==> config.mk <==
export PLATFORM = sky130hd
export DESIGN_NAME = y86_trace_capture_flat
export DESIGN_NICKNAME = d
export VERILOG_FILES = /design/src/rtl/y86_trace_capture_if.sv /design/src/rtl/y86_trace_capture.sv /design/src/flat_wrapper.sv
export SDC_FILE = /design/constraint.sdc
export NUM_CORES = 1
export LEC_CHECK = 0
export BUFFER_PORTS_ARGS = -buffer_cell sky130_fd_sc_hd__buf_2
export CAP_MARGIN = 10
export CORE_ASPECT_RATIO = 0.9
export CORE_UTILIZATION = 55
export DETAILED_ROUTE_END_ITERATION = 7
export HOLD_SLACK_MARGIN = 0.15
export PLACE_DENSITY = 0.78
export SETUP_SLACK_MARGIN = 0.2
export SLEW_MARGIN = 10
export SYNTH_ARGS = -nofsm -noshare
export SYNTH_HDL_FRONTEND = slang
export SYNTH_SLANG_ARGS = --single-unit
==> constraint.sdc <==
create_clock -name clk -period 11 [get_ports clk]
set_input_delay 1.1 -clock clk [delete_from_list [all_inputs] [get_ports clk]]
set_output_delay 1.1 -clock clk [all_outputs]
set_load 0.05 [all_outputs]
==> src/rtl/y86_trace_capture_if.sv <==
// y86_trace_capture_if
//   Bundles the commit-side inputs and the serialized byte stream of the
//   y86 commit-trace capture block.
//   Signals:
//     commit_valid  one instruction retires this cycle
//     commit_pc     PC of the retiring instruction
//     wb_en         retiring instruction writes a register
//     wb_reg        destination register (0=eax ... 7=edi)
//     wb_data       value written
//     out_valid     out_data holds a valid frame byte
//     out_data      frame byte
//     out_ready     sink accepts the byte when out_valid && out_ready
//   Modports:
//     master  CPU commit point / byte sink side (drives commit, out_ready)
//     slave   trace capture block (drives out_valid, out_data)
interface y86_trace_capture_if;
    logic        commit_valid;
    logic [31:0] commit_pc;
    logic        wb_en;
    logic [2:0]  wb_reg;
    logic [31:0] wb_data;
    logic        out_valid;
    logic [7:0]  out_data;
    logic        out_ready;

    modport master (
        output commit_valid, commit_pc, wb_en, wb_reg, wb_data, out_ready,
        input  out_valid, out_data
    );

    modport slave (
        input  commit_valid, commit_pc, wb_en, wb_reg, wb_data, out_ready,
        output out_valid, out_data
    );
endinterface

==> src/rtl/y86_trace_capture.sv <==
// y86_trace_capture
//   Commit-trace capture for the y86 CPU. Each retired instruction's PC and
//   register writeback are buffered in a circular FIFO and serialized as
//   10-byte frames on a valid/ready byte stream:
//     byte 0    SYNC_BYTE
//     bytes 1-4 pc, least significant byte first
//     byte 5    {wb_en, 4'b0000, wb_reg}
//     bytes 6-9 wb_data, least significant byte first
//   When the FIFO is full the newest record is dropped and counted.
//   Ports:
//     clk         system clock, rising edge
//     reset       synchronous, active-high
//     trace_en    capture enable; commits ignored while low
//     bus         commit inputs and output byte stream (slave modport)
//     fifo_count  records currently buffered
//     overflow    sticky: at least one record dropped
//     drop_count  records dropped, saturating at all-ones
//     busy        serializer is mid-frame
module y86_trace_capture #(
    parameter int          DEPTH     = 16,
    parameter int          CNT_W     = 16,
    parameter logic [7:0]  SYNC_BYTE = 8'hA5
) (
    input  logic                     clk,
    input  logic                     reset,
    input  logic                     trace_en,
    y86_trace_capture_if.slave       bus,
    output logic [$clog2(DEPTH):0]   fifo_count,
    output logic                     overflow,
    output logic [CNT_W-1:0]         drop_count,
    output logic                     busy
);
    localparam int AW = $clog2(DEPTH);
    localparam int CW = AW + 1;
    localparam logic [CW-1:0] FULL = CW'(DEPTH);

    typedef enum logic {IDLE, SEND} state_t;

    // Record layout: {pc[67:36], wb_en[35], wb_reg[34:32], wb_data[31:0]}
    logic [67:0]   mem [DEPTH];
    logic [AW-1:0] wr_ptr;
    logic [AW-1:0] rd_ptr;
    logic [67:0]   head;
    logic [67:0]   rec_in;
    logic [71:0]   shift_reg;
    logic [3:0]    byte_idx;
    state_t        state;

    logic capture;
    logic pop;
    logic push;
    logic drop;
    logic fire;

    always_comb begin
        capture = trace_en && bus.commit_valid;
        pop     = (state == IDLE) && (fifo_count != '0);
        // A full FIFO still accepts a commit when the serializer pops on the same edge.
        push    = capture && ((fifo_count != FULL) || pop);
        drop    = capture && !push;
        fire    = bus.out_valid && bus.out_ready;
        rec_in  = {bus.commit_pc, bus.wb_en, bus.wb_reg, bus.wb_data};
        head    = mem[rd_ptr];
    end

    always_ff @(posedge clk) begin
        if (!reset && push) begin
            mem[wr_ptr] <= rec_in;
        end
    end

    always_ff @(posedge clk) begin
        if (reset) begin
            state         <= IDLE;
            wr_ptr        <= '0;
            rd_ptr        <= '0;
            fifo_count    <= '0;
            overflow      <= 1'b0;
            drop_count    <= '0;
            bus.out_valid <= 1'b0;
            bus.out_data  <= '0;
            shift_reg     <= '0;
            byte_idx      <= '0;
            busy          <= 1'b0;
        end else begin
            if (push) begin
                wr_ptr <= wr_ptr + 1'b1;
            end

            case ({push, pop})
                2'b10:   fifo_count <= fifo_count + 1'b1;
                2'b01:   fifo_count <= fifo_count - 1'b1;
                default: fifo_count <= fifo_count;
            endcase

            if (drop) begin
                overflow <= 1'b1;
                if (drop_count != '1) begin
                    drop_count <= drop_count + 1'b1;
                end
            end

            case (state)
                IDLE: begin
                    if (pop) begin
                        // Bytes 1..9 packed LSB-first so each accepted byte is a plain shift.
                        shift_reg     <= {head[31:0], head[35], 4'b0000, head[34:32], head[67:36]};
                        rd_ptr        <= rd_ptr + 1'b1;
                        bus.out_data  <= SYNC_BYTE;
                        bus.out_valid <= 1'b1;
                        byte_idx      <= '0;
                        busy          <= 1'b1;
                        state         <= SEND;
                    end
                end
                SEND: begin
                    if (fire) begin
                        if (byte_idx == 4'd9) begin
                            bus.out_valid <= 1'b0;
                            busy          <= 1'b0;
                            state         <= IDLE;
                        end else begin
                            byte_idx     <= byte_idx + 1'b1;
                            bus.out_data <= shift_reg[7:0];
                            shift_reg    <= {8'h00, shift_reg[71:8]};
                        end
                    end
                end
                default: state <= IDLE;
            endcase
        end
    end
endmodule

==> src/flat_wrapper.sv <==
// flat-port wrapper written by rule: the top's interface ports become plain ports
module y86_trace_capture_flat 
#(
    parameter int          DEPTH     = 16,
    parameter int          CNT_W     = 16,
    parameter logic [7:0]  SYNC_BYTE = 8'hA5
)
  (clk, reset, trace_en, fifo_count, overflow, drop_count, busy, bus_commit_valid, bus_commit_pc, bus_wb_en, bus_wb_reg, bus_wb_data, bus_out_ready, bus_out_valid, bus_out_data);
  y86_trace_capture_if bus_i ();
  input  logic clk;
  input  logic reset;
  input  logic trace_en;
  output logic [$clog2(DEPTH):0] fifo_count;
  output logic overflow;
  output logic [CNT_W-1:0] drop_count;
  output logic busy;
  input wire logic [$bits(bus_i.commit_valid)-1:0] bus_commit_valid;
  input wire logic [$bits(bus_i.commit_pc)-1:0] bus_commit_pc;
  input wire logic [$bits(bus_i.wb_en)-1:0] bus_wb_en;
  input wire logic [$bits(bus_i.wb_reg)-1:0] bus_wb_reg;
  input wire logic [$bits(bus_i.wb_data)-1:0] bus_wb_data;
  input wire logic [$bits(bus_i.out_ready)-1:0] bus_out_ready;
  output wire logic [$bits(bus_i.out_valid)-1:0] bus_out_valid;
  output wire logic [$bits(bus_i.out_data)-1:0] bus_out_data;
  assign bus_i.commit_valid = bus_commit_valid;
  assign bus_i.commit_pc = bus_commit_pc;
  assign bus_i.wb_en = bus_wb_en;
  assign bus_i.wb_reg = bus_wb_reg;
  assign bus_i.wb_data = bus_wb_data;
  assign bus_i.out_ready = bus_out_ready;
  assign bus_out_valid = bus_i.out_valid;
  assign bus_out_data = bus_i.out_data;
  y86_trace_capture #(.DEPTH(DEPTH), .CNT_W(CNT_W), .SYNC_BYTE(SYNC_BYTE)) u_core (.clk(clk), .reset(reset), .trace_en(trace_en), .bus(bus_i), .fifo_count(fifo_count), .overflow(overflow), .drop_count(drop_count), .busy(busy));
endmodule
==> out/results.tsv, run 1 <==
stage	metric	value	unit
logic_synthesis	Yosys cell types	47	
setup_path	WS Path Type	reg2reg	
routing	DR WL/cell	28.2	um
clocking	Clk Latency, worst-skew pair	0.70	ns
clocking	clock sinks	1208	
routing	vias per std cell	6.41	
place	HPWL Detailed	56.3	mm
logic_synthesis	mux cell area share after synthesis	0.149	
logic_synthesis	FF+latch count, synth	1208	
logic_synthesis	ys flop type	edfxtp_1	
layout	Largest register FFs	1088	
timing	worst setup margin	6.72	ns
pwr	part of the power in registers	0.467	
layout	P&R area growth vs syn	12.6	%
clocking	Clock Tree Buf Depth	3	
status	status	finished, final reports clean	
logic_synthesis	Mapped Nets	2456	
global_route	antenna violations before repair	7	
global_route	first-pass GRT wire length	155	mm
logic_synthesis	post-synth top area share	0.707	
clocking	TritonCTS Buffers	112	
place	Placed Instance Area	0.0481	mm^2
hold_path	min-delay worst type	reg2reg	
clocking	Root Buffer	clkbuf_16	
clocking	cts hold-fix bufs	0	
routing	DRT iter0 DRCs	3115	
layout	FF/Latch Area	0.0351	mm^2
setup_path	worst flop-to-flop path endpoint	u_core.shift_reg[29]	
setup_path	cell count of the worst reg-to-reg path	7	
timing	highest clock rate	0.234	GHz
setup_path	WP data arrival	4.82	ns
setup_path	Worst Setup End Kind	register	
routing	via count	23800	
place	Port Buffers	104	
routing	final WL	105	mm
floorplanning	die extent in x	308	um
setup_path	WP data required	11.55	ns
timing	Final period util	0.389	
setup_path	Critical Path Start Type	register	
timing	RSZ-0062 raised after global routing	false	
timing	Final Max Slew Viols	0	
timing	relative slew slack	0.179	
pwr	combinational power share	0.174	
timing	Setup TNS	0	ns
floorplanning	core footprint	0.0830	mm^2
place	GPL Wtd Cong	0.781	
clocking	clock-pin slew on the worst setup and hold paths	0.07	ns
clocking	CTS H-Tree Depth	3	
logic_synthesis	average cell area after synthesis	19.5	um^2
place	placed insts	3497	
logic_synthesis	Mapped Area	0.0462	mm^2
logic_synthesis	post-synthesis xor/xnor area fraction	0.00474	
layout	footprint of the multi-input gates	0.0107	mm^2
global_route	vias in the first global route	24500	
clocking	Setup Buffers After CTS	0	
routing	Routed Antenna Nets	0	
layout	final core utilization	0.627	
timing	worst slew pin tran	1.23	ns
logic_synthesis	async set-or-reset flop fraction in the synthesized netlist	0	
logic_synthesis	Synth Area in Adders	0.00341	
logic_synthesis	register area share after synthesis	0.759	
routing	DRC	0	
logic_synthesis	Synth Area in Compound Gates	0.0303	
setup_path	flop2flop setup slack	6.72	ns
clocking	CTS resizes	0	
logic_synthesis	cell taking the most area after synthesis	edfxtp_1	
setup_path	CP Cell Sequence	buf_12 -> buf_4 -> mux4_2 -> mux2i_1 -> nor2_1 -> a2111oi_0 -> nor3_1	
timing	setup violators final	0	
timing	Period minus WS final	4.28	ns
pwr	Int Power	8.28	mW
logic_synthesis	cells after synthesis	2371	
routing	iteration count of the initial detailed-routing pass	6	
pwr	sw frac	0.267	
logic_synthesis	synth warn	0	
layout	share of layout cells above drive strength 1	0.274	
hold_path	hold path cells	2	
pwr	pwr dens	217	mW/mm^2
global_route	global route overflow	0	
place	Place WS	6.28	ns
layout	post-route cell area	0.0520	mm^2
pwr	Static Leak	16.2	nW
pwr	Clk network pwr share	0.359	
hold_path	hold path startpoint	u_core.overflow	
layout	Filler Cell Count	5432	
setup_path	Slowest-stage cell, CP	buf_4	
setup_path	CP peak stage delay	0.89	ns
pwr	Pwr Total	11.3	mW
logic_synthesis	main combinational cell family by area after synthesis	multiplexers	
floorplanning	Die Ht	277	um
floorplanning	# IOs	105	
setup_path	crit-path max FO	110	
layout	non-filler instance count after layout	3716	
clocking	CTS tree	built	
global_route	Overall Global Routing Usage	0.247	
global_route	largest net degree at the start of global routing	115	
timing	Hold Vio Cnt, Final	0	
run	max cap viols	0	
pwr	Worst VDD drop	0.153	mV
layout	# nets final	2576	
logic_synthesis	synth top area cells	edfxtp_1 71%, mux4_2 11%, dfxtp_1 5.2%	
floorplanning	row cnt	100	
timing	Fin Clk Skew	0.0264	ns
floorplanning	Starting Density	0.557	
pwr	Sw Pwr	3.01	mW
floorplanning	die area	0.0852	mm^2
logic_synthesis	simple-gate area share of the yosys netlist	0.0401	
hold_path	WHS Endpoint	u_core.overflow	
logic_synthesis	EDFF count, synth	1088	
timing	Final Hold Slack	0.452	ns
## synth_stat cells, types with 3 or more instances
cell / count
edfxtp_1: 1088
mux4_2: 234
nor2_1: 153
dfxtp_1: 120
mux2_2: 114
clkbuf_1: 90
nor3_1: 87
o22ai_1: 48
a21oi_1: 38
mux2i_1: 34
nand2_1: 33
buf_2: 32
nor2b_1: 32
nor4_1: 32
a211oi_1: 26
o21ai_0: 24
a2111oi_0: 19
a22oi_1: 19
nand3_1: 17
xnor2_1: 17
buf_1: 16
inv_1: 12
ha_1: 11
or3_1: 10
a311oi_1: 9
a221oi_1: 8
xor2_1: 8
nand4_1: 7
a2111oi_2: 4
nand2b_1: 3
o211ai_1: 3
or2_2: 3
## routing by layer
| metal | up-vias | part of all wire | global-route usage |
|---|---|---|---|
| met5 | - | 0.00045 | 0 |
| met1 | 12400 | 0.39 | 0.336 |
| met2 | 1288 | 0.49 | 0.397 |
| met3 | 210 | 0.094 | 0.0582 |
| li1 | 9920 | - | - |
| met4 | 8 | 0.030 | 0.0796 |
## power by group through the flow
stage	logic, mW	clock network (mW)	registers (mW)
after floorplan	1.33	0	5.35
after global placement	1.88	0	5.36
after detailed placement	1.93	0	5.37
after CTS	1.96	4.09	5.27
after global routing	2.09	4.26	5.29
final	1.96	4.05	5.28
## area by class of cell
cell class / instances / share of cell area
sequential: 1208 / 0.674
multi-input combinational: 1012 / 0.205
clock buffer: 147 / 0.0603
tap: 1122 / 0.0270
timing repair buffer: 145 / 0.0173
clock inverter: 67 / 0.0148
inverter: 12 / 0.000866
antenna: 3 / 0.000144
## how the worst max path moves through the flow
stage | start | end | cells after the start
global placement | trace_en | u_core.mem[14][38] | 6
floorplan | trace_en | u_core.mem[11][0] | 4
CTS | register | u_core.shift_reg[29] | 7
finish | register | u_core.shift_reg[29] | 7
detailed placement | bus_commit_valid | u_core.mem[14][36] | 6
global route | register | u_core.shift_reg[18] | 7
## critical path, delay by kind of cell, from the launching register on
family,cells,cell delay [ns]
AND/OR/NAND/NOR,2,0.18
flip-flops,1,0.88
multiplexers,2,0.79
AO/OA/AOI/OAI,1,0.56
buffers and inverters,2,1.50
## cell families after synthesis
kind of cell | count (synthesis)
AO/OA/AOI/OAI | 205
XOR/XNOR | 25
adder cells (fa/ha/maj) | 12
buffers and inverters | 151
flip-flops | 1208
multiplexers | 382
AND/OR/NAND/NOR | 388
## placed cells by master (no fill, tap or decap), types with 26 or more instances in the layout
cell type and count:
dfxtp_1 115, clkbuf_16 116, o22ai_1 48, mux2i_1 34, nor4_1 31, a211oi_1 26, nor2b_1 32, mux2_2 114
buf_2 103, edfxtp_1 1088, clkinv_2 30, a21oi_1 37, nor3_1 87, nand2_1 33, mux4_2 234, nor2_1 135
buf_4 37
Power figures use the tool's default switching activity.
==> run 2, diff against run 1 <==
==> constraint.sdc (replaced) <==
create_clock -name clk -period 4.5 [get_ports clk]
set_input_delay 0.45 -clock clk [delete_from_list [all_inputs] [get_ports clk]]
set_output_delay 0.45 -clock clk [all_outputs]
set_load 0.05 [all_outputs]
==> run 2 against run 1 <==
  * First-iteration DRC count decreased by 5.9%
  * Largest power group unchanged
  * Critical path depth decreased by 1
  * Non-clock buffer count is 70 higher
==> out/results.tsv, run 2 (synthesized netlist as in run 1, its figures left out) <==
stage	metric	value	unit
layout	commonest non-fill, non-tap cell in the layout	edfxtp_1	
routing	vias per std cell	6.44	
layout	share of layout cells above drive strength 1	0.271	
global_route	Overall Global Routing Usage	0.252	
clocking	Clk Latency, worst-skew pair	0.69	ns
pwr	Worst VDD drop	0.437	mV
clocking	CTS tree	built	
floorplanning	die area	0.0852	mm^2
clocking	Clock Tree Buf Depth	3	
timing	relative slew slack	0.221	
place	HPWL Detailed	58.0	mm
global_route	antenna violations before repair	4	
timing	Final period util	0.767	
setup_path	crit-path max FO	44	
floorplanning	# IOs	105	
setup_path	WP data required	4.80	ns
global_route	largest net degree at the start of global routing	122	
routing	Routed Antenna Nets	0	
timing	Setup TNS	0	ns
layout	Filler Cell Count	5380	
timing	worst setup margin	1.05	ns
timing	highest clock rate	0.290	GHz
timing	worst slew pin tran	1.17	ns
layout	commonest non-fill, non-tap cells in the layout	1088 x edfxtp_1, 234 x mux4_2, 135 x nor2_1, 116 x clkbuf_16, 115 x dfxtp_1	
pwr	sw frac	0.270	
status	status	finished, final reports clean	
routing	DRT iter0 DRCs	2930	
global_route	global route overflow	0	
timing	Period minus WS final	3.45	ns
clocking	CTS H-Tree Depth	3	
clocking	TritonCTS Buffers	112	
setup_path	WP data arrival	3.75	ns
routing	via count	24400	
routing	final WL	106	mm
timing	Final Max Slew Viols	0	
clocking	Root Buffer	clkbuf_16	
floorplanning	die extent in x	308	um
pwr	pwr dens	522	mW/mm^2
timing	RSZ-0062 raised after global routing	false	
pwr	part of the power in registers	0.472	
run	max cap viols	0	
floorplanning	row cnt	100	
routing	DR WL/cell	28.1	um
pwr	combinational power share	0.176	
place	Place WS	1.01	ns
timing	Hold Vio Cnt, Final	0	
place	GPL Wtd Cong	0.837	
setup_path	Critical Path Start Type	register	
setup_path	WS Path Type	reg2reg	
pwr	Static Leak	16.4	nW
clocking	Setup Buffers After CTS	0	
pwr	Sw Pwr	7.40	mW
hold_path	min-delay worst type	in2reg	
floorplanning	Starting Density	0.557	
floorplanning	core footprint	0.0830	mm^2
timing	setup violators final	0	
routing	DRC	0	
place	Port Buffers	104	
setup_path	Worst Setup End Kind	register	
layout	P&R area growth vs syn	13.9	%
clocking	clock sinks	1208	
global_route	vias in the first global route	24800	
global_route	first-pass GRT wire length	159	mm
floorplanning	Die Ht	277	um
clocking	clock-pin slew on the worst setup and hold paths	0.06	ns
layout	# nets final	2646	
routing	iteration count of the initial detailed-routing pass	6	
pwr	Int Power	20.1	mW
timing	Fin Clk Skew	0.0306	ns
pwr	Clk network pwr share	0.352	
layout	Largest register FFs	1088	
[run 2: worst paths after layout]
| kind | startpoint | end | slack (ns) | cells past startpoint |
|---|---|---|---|---|
| setup / recovery | u_core.fifo_count[0] | u_core.mem[8][24] | 1.05 | 6 |
| setup reg to reg | u_core.fifo_count[0] | u_core.mem[8][24] | 1.05 | 6 |
| hold / removal | bus_commit_pc[31] | u_core.mem[9][67] | 0.18 | 1 |
| hold reg to reg | u_core.overflow | u_core.overflow | 0.45 | 2 |
[run 2: what timing repair did]
| action | in CTS | in global routing |
|---|---|---|
| hold buffers | 56 | 0 |
| setup endpoints to repair | 0 | 0 |
| hold endpoints to repair | 835 | 0 |
| resized for setup | 0 | 0 |
[run 2: final cells by class]
cell class / count / area [um^2] / share of cell area
tap: 1122 / 1400 / 0.0267
inverter: 12 / 45.0 / 0.000856
timing repair buffer: 215 / 1630 / 0.0310
multi-input combinational: 1012 / 10700 / 0.203
clock inverter: 73 / 748 / 0.0142
sequential: 1208 / 35100 / 0.666
antenna: 2 / 5.00 / 0.0000951
clock buffer: 141 / 3060 / 0.0581
[run 2: metal layers]
metal / global-route usage / up-vias / part of all wire / wire [um]
met4: 0.0756 / 2 / 0.031 / 3260
met5: 0 / - / 0.00012 / 13
li1: - / 10100 / - / -
met2: 0.412 / 1436 / 0.49 / 52400
met1: 0.351 / 12700 / 0.39 / 41500
met3: 0.0420 / 232 / 0.086 / 9160
[run 2: critical path, stage by stage, from the launching register on]
cell and delay, ns:
dfxtp_1 0.46, nor4_1 0.19, a31oi_1 0.20, buf_4 0.19, nand2_1 0.24, nor2_4 0.95, buf_4 0.82
[run 2: through the flow]
stage | util | hold WS [ns] | cell area [um^2] | cells | total power, mW
finish | 0.635 | 0.183 | 52700 | 3785 | 27.5
global route | 0.635 | 0.165 | 52600 | 3784 | 28.3
CTS | 0.635 | 0.151 | 52600 | 3783 | 27.5
detailed placement | 0.582 | 0.442 | 48300 | 3513 | 17.9
global placement | 0.582 | 0.433 | 48300 | 3513 | 17.7
floorplan | - | 0.432 | 46200 | 2371 | 16.3
[run 2: power by group through the flow]
stage	combinational, mW	clock [mW]	sequential, mW
after floorplan	3.26	0	13.1
after global placement	4.59	0	13.2
after detailed placement	4.72	0	13.2
after CTS	4.83	9.75	13.0
after global routing	5.16	10.2	13.0
final	4.84	9.67	13.0
==> run 3, diff against run 2 <==
==> constraint.sdc (replaced) <==
create_clock -name clk -period 3.35 [get_ports clk]
set_input_delay 0.335 -clock clk [delete_from_list [all_inputs] [get_ports clk]]
set_output_delay 0.335 -clock clk [all_outputs]
set_load 0.05 [all_outputs]
==> run 3 against run 2 <==
  * Cell count is 0.98% higher
  * Routed wire length increased by 1.6%
  * Die area unchanged
  * Total power is 32% higher
  * Register-to-register slack worse by 0.51 ns
  * Worst hold slack better by 0.082 ns
  * Non-clock buffer count up 38
  * Critical path depth is 1 higher
  * Global-route usage up 0.47 points
  * Sequential share of layout area is 0.36 points lower
  * Critical endpoint is now u_core.shift_reg[41]
==> out/results.tsv, run 3 (synthesized netlist as in run 1, its figures left out) <==
stage	metric	value	unit
status	status	finished, final reports clean	
global_route	global route overflow	0	
place	HPWL Detailed	57.2	mm
layout	commonest non-fill, non-tap cell in the layout	edfxtp_1	
layout	commonest non-fill, non-tap cells in the layout	1088 x edfxtp_1, 234 x mux4_2, 135 x nor2_1	
global_route	antenna violations before repair	2	
layout	FF/Latch Area	0.0351	mm^2
timing	Fin Clk Skew	0.0357	ns
setup_path	Critical Path Start Type	register	
layout	share of layout cells above drive strength 1	0.266	
routing	vias per std cell	6.43	
clocking	CTS H-Tree Depth	3	
timing	highest clock rate	0.356	GHz
routing	DR WL/cell	28.3	um
hold_path	hold path cells	5	
global_route	largest net degree at the start of global routing	118	
place	Place WS	0.593	ns
place	Port Buffers	104	
setup_path	WP data arrival	3.34	ns
timing	worst slew pin tran	0.886	ns
global_route	first-pass GRT wire length	160	mm
setup_path	worst flop-to-flop path endpoint	u_core.shift_reg[41]	
timing	Final Hold Slack	0.265	ns
routing	DRC	0	
floorplanning	row cnt	100	
timing	setup violators final	0	
timing	Hold Vio Cnt, Final	0	
floorplanning	core footprint	0.0830	mm^2
pwr	pwr dens	685	mW/mm^2
routing	Routed Antenna Nets	0	
clocking	Clk Latency, worst-skew pair	0.70	ns
timing	Final period util	0.839	
clocking	Clock Tree Buf Depth	3	
layout	Filler Cell Count	5340	
hold_path	hold path startpoint	trace_en	
layout	# nets final	2684	
timing	Setup TNS	0	ns
timing	worst setup margin	0.539	ns
floorplanning	# IOs	105	
clocking	CTS resizes	0	
pwr	Static Leak	16.5	nW
setup_path	cell count of the worst reg-to-reg path	7	
hold_path	WHS Endpoint	u_core.wr_ptr[0]	
layout	post-route cell area	0.0529	mm^2
layout	Largest register FFs	1088	
floorplanning	Die Ht	277	um
timing	relative slew slack	0.408	
routing	iteration count of the initial detailed-routing pass	6	
clocking	Root Buffer	clkbuf_16	
global_route	Overall Global Routing Usage	0.256	
setup_path	Worst Setup End Kind	register	
routing	via count	24600	
clocking	clock sinks	1208	
global_route	vias in the first global route	25000	
clocking	clock-pin slew on the worst setup and hold paths	0.06	ns
hold_path	min-delay worst type	in2reg	
setup_path	crit-path max FO	26	
setup_path	WS Path Type	reg2reg	
floorplanning	die area	0.0852	mm^2
timing	RSZ-0062 raised after global routing	false	
pwr	Pwr Total	36.3	mW
timing	Period minus WS final	2.81	ns
floorplanning	Starting Density	0.557	
setup_path	WP data required	3.88	ns
place	GPL Wtd Cong	0.807	
timing	Final Max Slew Viols	0	
run	max cap viols	0	
setup_path	flop2flop setup slack	0.54	ns
pwr	Worst VDD drop	0.588	mV
clocking	CTS tree	built	
clocking	TritonCTS Buffers	112	
place	Placed Instance Area	0.0487	mm^2
layout	footprint of the multi-input gates	0.0107	mm^2
routing	final WL	108	mm
routing	DRT iter0 DRCs	3257	
floorplanning	die extent in x	308	um
layout	P&R area growth vs syn	14.6	%
run 3: cell types whose count changed in the layout (fill, tap and decap cells not counted), moves of 6 or more:
cell	previous run	this run
dlygate4sd3_1	56	70
clkinv_2	27	19
buf_12	11	32
clkinvlp_4	8	2
clkinv_1	16	29
clkbuf_1	19	34
bufinv_16	12	5
run 3: what timing repair did:
action / in CTS / in global routing
hold endpoints to repair: 1092 / 0
setup buffers: 0 / 0
hold buffers: 70 / 0
run 3: per-layer routing:
metal	vias up	share of wire	global-route usage
met5	-	0.00025	0
met4	4	0.026	0.0763
met3	197	0.096	0.0460
met2	1480	0.50	0.415
met1	12700	0.38	0.360
li1	10200	-	-
run 3: final cells by class:
class / instances / share of cell area
Clock buffer: 152 / 0.0573
Multi-Input combinational cell: 1012 / 0.202
Sequential cell: 1208 / 0.663
Inverter: 12 / 0.000851
Tap cell: 1122 / 0.0265
Clock inverter: 62 / 0.00882
Timing Repair Buffer: 253 / 0.0419
Antenna cell: 1 / 0.0000473
run 3: how the worst max path moves through the flow:
| stage | start | to | slack [ns] | cells past startpoint |
|---|---|---|---|---|
| final | register | u_core.shift_reg[41] | 0.54 | 7 |
| after global routing | u_core.fifo_count[1] | u_core.mem[12][29] | 0.43 | 6 |
| after CTS | register | u_core.shift_reg[41] | 0.54 | 7 |
| after detailed placement | register | u_core.shift_reg[22] | 0.59 | 6 |
| after global placement | register | u_core.shift_reg[19] | 0.64 | 6 |
| after floorplan | u_core.fifo_count[1] | u_core.mem[11][0] | 0.21 | 4 |
run 3: where the power goes:
group | leakage (nW) | total [mW] | switching (mW) | internal [mW]
clock | 1.71 | 12.1 | 5.39 | 6.74
combinational | 4.06 | 6.78 | 3.94 | 2.85
sequential | 10.8 | 17.4 | 0.515 | 16.9
total | 16.5 | 36.3 | 9.84 | 26.5
run 3: stage by stage:
| step | instances | utilization |
|---|---|---|
| after floorplan | 2371 | - |
| after global placement | 3537 | 0.587 |
| after detailed placement | 3537 | 0.587 |
| after CTS | 3821 | 0.638 |
| after global routing | 3821 | 0.638 |
| final | 3822 | 0.638 |
run 3: worst max-delay path: stages (launching register included):
cell and delay (ns):
dfxtp_4 0.65, buf_12 0.29, buf_12 0.20, buf_12 0.21, mux4_2 0.52, mux2_2 0.28, o22ai_1 0.34, nor4_1 0.10
